==> config.mk <==
export PLATFORM = sky130hd
export DESIGN_NAME = mac_seq
export DESIGN_NICKNAME = d
export VERILOG_FILES = /design/src/rtl/mac_seq.sv
export SDC_FILE = /design/constraint.sdc
export NUM_CORES = 1
export LEC_CHECK = 0
export ABC_CLOCK_PERIOD_IN_PS = 12200
export BUFFER_PORTS_ARGS = -buffer_cell sky130_fd_sc_hd__buf_4
export CAP_MARGIN = 20
export CORE_ASPECT_RATIO = 0.6
export CORE_MARGIN = 2
export CORE_UTILIZATION = 45
export DETAILED_ROUTE_END_ITERATION = 10
export GPL_TIMING_DRIVEN = 0
export PLACE_DENSITY = 0.7
export SLEW_MARGIN = 20
export SYNTH_ARGS = -nofsm -noshare
export SYNTH_HDL_FRONTEND = slang
export SYNTH_SLANG_ARGS = --single-unit
==> constraint.sdc <==
create_clock -name clk -period 12.2 [get_ports clk]
set_clock_uncertainty 0.2 [all_clocks]
set_input_delay 0.61 -clock clk [delete_from_list [all_inputs] [get_ports clk]]
set_output_delay 0.61 -clock clk [all_outputs]
set_load 0.01 [all_outputs]
==> src/rtl/mac_seq.sv <==
// mac_seq: iterative 32x32 multiply-accumulate, 8 multiplier bits per cycle with early termination
module mac_seq #(
  parameter int CHUNK   = 8,
  parameter int MAX_CYC = 4
) (
  input  logic        clk,
  input  logic        rst,
  input  logic        in_valid,
  output logic        in_ready,
  input  logic [31:0] in1,
  input  logic [31:0] in2,
  input  logic [31:0] acc,
  input  logic        acc_en,
  output logic        out_valid,
  input  logic        out_ready,
  output logic [31:0] sum,
  output logic        flag_n,
  output logic        flag_z,
  output logic [2:0]  mul_cycles
);
  typedef enum logic [1:0] {IDLE, MUL, DONE} state_t;
  state_t      state_q, state_d;
  logic [31:0] a_q, a_d, b_q, b_d, p_q, p_d, sum_q, sum_d;
  logic [1:0]  k_q, k_d;
  logic        fn_q, fn_d, fz_q, fz_d;
  logic [2:0]  cyc_q, cyc_d;
  logic [5:0]  sh, sh_n;
  logic [7:0]  chunk;
  logic [31:0] p_nxt;
  logic        last;
  assign sh    = {1'b0, k_q, 3'b000};
  assign sh_n  = sh + 6'd8;
  assign chunk = 8'(b_q >> sh);
  assign p_nxt = p_q + ((a_q * {24'd0, chunk}) << sh);
  // shifting by 32 on the final chunk yields zero, so k==3 also satisfies the remainder test
  assign last  = (k_q == 2'd3) || ((b_q >> sh_n) == 32'd0);
  always_comb begin
    state_d = state_q;
    a_d     = a_q;
    b_d     = b_q;
    p_d     = p_q;
    k_d     = k_q;
    sum_d   = sum_q;
    fn_d    = fn_q;
    fz_d    = fz_q;
    cyc_d   = cyc_q;
    if (state_q == IDLE && in_valid) begin
      a_d     = in1;
      b_d     = in2;
      p_d     = acc_en ? acc : 32'd0;
      k_d     = 2'd0;
      state_d = MUL;
    end else if (state_q == MUL) begin
      p_d = p_nxt;
      k_d = k_q + 2'd1;
      if (last) begin
        sum_d   = p_nxt;
        fn_d    = p_nxt[31];
        fz_d    = p_nxt == 32'd0;
        cyc_d   = {1'b0, k_q} + 3'd1;
        state_d = DONE;
      end
    end else if (state_q == DONE && out_ready) begin
      state_d = IDLE;
    end
  end
  always_ff @(posedge clk) begin
    if (rst) begin
      state_q <= IDLE;
      a_q     <= '0;
      b_q     <= '0;
      p_q     <= '0;
      k_q     <= '0;
      sum_q   <= '0;
      fn_q    <= 1'b0;
      fz_q    <= 1'b0;
      cyc_q   <= '0;
    end else begin
      state_q <= state_d;
      a_q     <= a_d;
      b_q     <= b_d;
      p_q     <= p_d;
      k_q     <= k_d;
      sum_q   <= sum_d;
      fn_q    <= fn_d;
      fz_q    <= fz_d;
      cyc_q   <= cyc_d;
    end
  end
  assign in_ready   = state_q == IDLE;
  assign out_valid  = state_q == DONE;
  assign sum        = sum_q;
  assign flag_n     = fn_q;
  assign flag_z     = fz_q;
  assign mul_cycles = cyc_q;
endmodule

# Word-level counts from Yosys, hierarchy flattened
# Index checks and enable logic that the tools add are counted.
[op_classes]
n_mux = 7
n_reduce_logical = 13
magnitude_cmp = 0
mul = 1
n_eq_ne = 5
n_div = 0
shift = 3
bitwise_logic = 1
add_sub_neg = 4
[op_table]
columns = ["op", "n"]
rows = [
  ["$mux 32", 3],
  ["$logic_not 32->1", 2],
  ["$add 32x32->32", 1],
  ["$mul 32x8->32", 1],
  ["$shl 32x5->32", 1],
  ["$shr 32x5->8", 1],
  ["$shr 32x6->32", 1],
  ["$add 5x4->6 const B", 1],
  ["$mux 2", 3],
  ["$eq 2x2->1 const B", 2],
  ["$reduce_and 2->1", 2],
  ["$reduce_bool 2->1", 2],
  ["$add 2x1->3 const B", 1],
  ["$ne 3x3->1 const B", 1],
  ["$reduce_and 3->1", 1],
  ["$reduce_bool 3->1", 1],
  ["$add 2x1->2 const B", 1],
  ["$eq 2x1->1 const B", 1],
  ["$logic_and 1x1->1", 2],
  ["$logic_not 2->1", 1],
  ["$ne 2x2->1 const B", 1],
  ["$reduce_or 2->1", 1],
  ["$logic_or 1x1->1", 1],
  ["$mux 1", 1],
  ["$not 1->1", 1],
]
[word_totals]
output_inout_bits = 39
latch_bits = 0
regBits = 137
mem_bits_rw = 0
inputBits = 101
mem_count = 0
mem_bits_ro = 0
elab_cells = 44

# Logic depth before layout (Yosys ltp)
[depth]
depth_word = 7
depth_mapped = 37
ltp_nobuf = 33

# Worst setup path after synthesis
# Ideal clock, no wire load.
[synth_timing]
path_kind = "register to register"
startpoint = "register k_q[0]"
endpoint = "register p_q[31]"
path_stages_with_launch = 34
required_ns = 11.900
setup_time_ns = 0.100
period_less_slack_ns = 8.744
slack_ns = 3.456
n_path_buf = 3
arrival_ns = 8.444
path_cell_list = "dfxtp_1 buf_6 mux4_1 clkbuf_1 clkbuf_1 and2_1 fa_1 fa_1 fa_1 inv_1 fa_1 inv_1 ha_1 a21o_1 a21o_1 a21o_1 a21o_1 a21o_1 a21oi_1 o21ai_0 xnor2_1 mux2_2 o22ai_1 ha_1 a21o_1 a2111oi_1 a22oi_1 a41o_1 a21oi_2 a311oi_1 or4_1 and4_4 or2_4 a2111oi_4"
[synth_via]
elab_chain_len = 6
[synth_rtl]
columns = ["element", "line_no", "rtl"]
rows = [
  ["start: declaration", "24", "logic [1:0] k_q, k_d;"],
  ["start signal: assignment", "83", "k_q <= k_d;"],
  ["$shr 32x5->8", "33", "assign chunk = 8'(b_q >> sh);"],
  ["$mul 32x8->32", "34", "assign p_nxt = p_q + ((a_q * {24'd0, chunk}) << sh);"],
  ["$shl 32x5->32 *", "34", ""],
  ["$add 32x32->32 *", "34", ""],
  ["$mux 32 *", "53", "end else if (state_q == MUL) begin"],
  ["$mux 32 *", "47", "if (state_q == IDLE && in_valid) begin"],
  ["end signal: assignment", "82", "p_q <= p_d;"],
  ["end: declaration", "23", "logic [31:0] a_q, a_d, b_q, b_d, p_q, p_d, sum_q, sum_d;"],
]
# Every way passes the cells marked *; elsewhere a longest branch is shown, timed or not. The select of a mux whose other input is x is not followed.
# A chain may end at the register's enable or synchronous reset.

# Worst setup path after layout
[layout_timing]
startpoint = "register k_q[0]"
endpoint = "register fz_q, in the netlist flag_z"
[layout_via]
elab_chain_len = 5
elab_cells_between_ends = 11
cone_classes = "2 x add/sub; 1 x mul; 1 x eq/ne; 3 x shift; 4 x reduce/logical"
[layout_rtl]
columns = ["element", "line_no", "rtl"]
rows = [
  ["$shr 32x5->8 or $add 5x4->6 (tied branches)", "33, 32", ""],
  ["$mul 32x8->32 or $shr 32x6->32 (tied branches)", "34, 36", ""],
  ["$shl 32x5->32 or $logic_not 32->1 (tied branches)", "34, 36", ""],
  ["$add 32x32->32 or $logic_or 1x1->1 (tied branches)", "34, 36", ""],
  ["$logic_not 32->1 or $reduce_and 3->1 (tied branches)", "-", ""],
  ["end signal: assignment", "86", "fz_q <= fz_d;"],
  ["end: declaration", "25", "logic fn_q, fn_d, fz_q, fz_d;"],
]
# Several ways; a longest one is shown, not always the timed one.

==> impl_metrics.toml <==
[run_status]
outcome = "complete, no violations"

[sta]
finalHoldViolCount = 0
max-slew-margin-rel_pct = 29.9
period_share_pct = 87.4
fin_ws_ns = 1.53
layout_min_cycle_time_ns = 10.67
max_freq_mhz = 93.8
fin_tns_setup_ns = 0
final_max_slew_viol_count = 0
setup_viol = 0
rsz0062_at_grt = "no"
hold_ws_ns = 0.206
worst_pin_slew_ns = 1.02

[cts]
clkSlewWorstSetupHoldPaths_ns = 0.07
cts.repair.resized = 0
cts_setup_buffers = 0
clock_latency_ns = 0.45
cts_hold_buf = 0
tritoncts = "done"
cts-root-buf = "clkbuf_16"
clock-sinks = 136
clockBufferDepth = 2
htreeDepth = 4
cts_made_buffers = 17

[setup_path]
rr_endpoint = "flag_z"
rrSetupSlack_ns = 1.53
slowest_delay_ns = 1.01
worstSetupStartpoint = "k_q[0]"
endpoint = "flag_z"
crit_path_top_delay_cell = "a2111oi_0"
path_class = "reg2reg"
cp-start-kind = "flop"
r2r_cells = 33
cp.arrival_ns = 10.85
critPathCaptureType = "flop"
cp_common_cell = "fa_1"
rr_startpoint = "k_q[0]"
crit_fanout = 10
worst_ep_required_time_ns = 12.39

[layout]
fin_util_pct = 52.8
fill_cells = 2936
synthToLayoutAreaGrowth_pct = 15.1
multi_input_area_um2 = 10600
regArea_um2 = 2720
layout.nets = 2246
drive_gt1_share_pct = 10.6
diodes = 0

[route]
wire_per_inst_um = 19.4
drt_iter0_markers = 1248
wl_um = 45500
route.vias.total = 13200
via_per_inst = 5.63
firstDrtPassIters = 6
drc = 0
drtAntennaViolNets = 0

[power]
ir_drop_mv = 0.104
power_density_nw_per_um2 = 97.0
seqPwrFrac_pct = 31.4
p_leak_uw = 0.00758
combPwrFrac_pct = 34.7
p_sw_uw = 616
p_clk_share_pct = 33.9
internal_power_uw = 981
switching_share_pct = 38.6

[global_route]
track_usage_pct = 28.3
grt_max_degree = 17
grt_pass1_vias = 12800
grt_pass1_wl_um = 71800
antenna_found_initial = 1
gr-total-overflow = 0

[die]
rows = 50
initial_core_util_pct = 45.9
io_pins = 140
core_area_um2 = 31200
dieArea_um2 = 33300
dieWidth_um = 234
die_h_um = 142

[hold_path]
min_path_type = "in2reg"

[yosys]
synthTopCellsByArea = "fa_1 (22%), dfxtp_1 (19%), nand2_1 (6.7%), ha_1 (6.6%), and2_1 (6.5%)"
yosysWarnings = 0
synth_nets = 2088
synthMostInstantiatedCell = "nand2_1"
synth_area_per_cell_um2 = 8.16
ys_types = 78
ys_seq_elements = 136
synth-edff-count = 0
async_flop_share_pct = 0
synth_seq_area_share_pct = 19.0
synth_common_cells = "nand2_1 (256), a21oi_1 (172), inv_1 (164)"
syn_inst = 1755
synth_largest_area_cell = "fa_1"
syn_area_um2 = 14300
synth_ff_type = "dfxtp_1"
synth.top_cell.area_share_pct = 22.0

[placement]
hpwl_um = 37500
gp_congestion = 0.998
post-place-ws_ns = 1.83
portBuffers = 139

[run]
max-cap-violations = 0
-- registers in the layout, indices dropped and copies added (netlist names) --
register,flops
a_q,32
b_q,32
p_q,32
sum,32
mul_cycles,3
k_q,2
state_q,2
flag_z,1
-- cells by family after synthesis --
| logic type | synth area share, % |
|---|---|
| XOR/XNOR | 3.68 |
| multiplexers | 3.76 |
| buffers and inverters | 7.03 |
| AO/OA/AOI/OAI | 15.1 |
| adder cells (fa/ha/maj) | 28.5 |
| flip-flops | 19.0 |
| AND/OR/NAND/NOR | 22.9 |
-- per-stage QoR --
step | power, uW | std cells | area, um^2
2_1_floorplan | 849 | 1755 | 14300
3_3_place_gp | 1030 | 2310 | 15900
3_5_place_dp | 1040 | 2310 | 15900
4_1_cts | 1580 | 2341 | 16500
5_1_grt | 1670 | 2341 | 16500
6_report | 1600 | 2341 | 16500
-- cells in the final DEF, fill, tap and decap left out, types with 5 or more instances in the layout --
cell         n
nand2_1    256
a21oi_1    172
inv_1      164
fa_1       157
and2_1     148
buf_4      145
nor2_1     138
dfxtp_1    136
clkbuf_1    75
ha_1        75
o21ai_0     42
xnor2_1     40
nor2b_1     33
nor4_1      30
a21o_1      28
mux2i_1     26
clkbuf_16   17
nor3_1      16
xor2_1      15
nand3_1     14
a2111oi_0   13
a211oi_1    11
a31oi_1     10
and3_1      10
nand2b_1     9
buf_1        9
o21bai_1     7
o22ai_1      7
nand4_1      6
o211ai_1     6
mux4_2       5
a21boi_0     5
mux4_1       5
or2_2        5
a22oi_1      5
or3_1        5
-- routing by layer --
layer  track usage [%]  wire, um  vias up
li1                  -         -     6120
met1              43.6     22000     6462
met2              38.9     18200      558
met3              7.79      4710       40
met4              5.40       542        0
met5                 0         0        -
-- power by group through the flow --
stage / clock network [uW] / registers, uW / logic (uW)
2_1_floorplan: 0 / 497 / 351
3_3_place_gp: 0 / 509 / 525
3_5_place_dp: 0 / 510 / 532
4_1_cts: 539 / 500 / 536
5_1_grt: 560 / 504 / 601
6_report: 542 / 501 / 555
-- worst min-delay path by stage --
stage / end / cells after the start / from / slack, ns
after floorplan: b_q[0] / 2 / b_q[0] / 0.23
after global placement: b_q[3] / 2 / b_q[3] / 0.25
after detailed placement: sum[18] / 2 / sum[18] / 0.25
after CTS: a_q[24] / 3 / in1[24] / 0.21
after global routing: a_q[21] / 3 / in1[21] / 0.21
final: a_q[24] / 3 / in1[24] / 0.21
-- area by class of cell --
| cell class | instances | area share [%] |
|---|---|---|
| inverters | 165 | 3.76 |
| clock inverters | 12 | 0.858 |
| plain buffers | 93 | 2.35 |
| well taps | 416 | 3.16 |
| repair buffers | 139 | 6.33 |
| clock buffers | 19 | 2.75 |
| multi-input cells | 1361 | 64.3 |
| flip-flops and latches | 136 | 16.5 |
-- critical path: cells and delay by family (launching register included) --
kind,cells,cell delay [ns]
buffers and inverters,7,1.90
muxes,3,0.78
DFF,1,0.49
xor gates and xnor gates,2,0.74
and+or+nand+nor,9,1.65
AOI/OAI and AO/OA,6,2.25
adders and majority gates,6,2.59
Note: power is estimated with default switching activity, not from simulation.
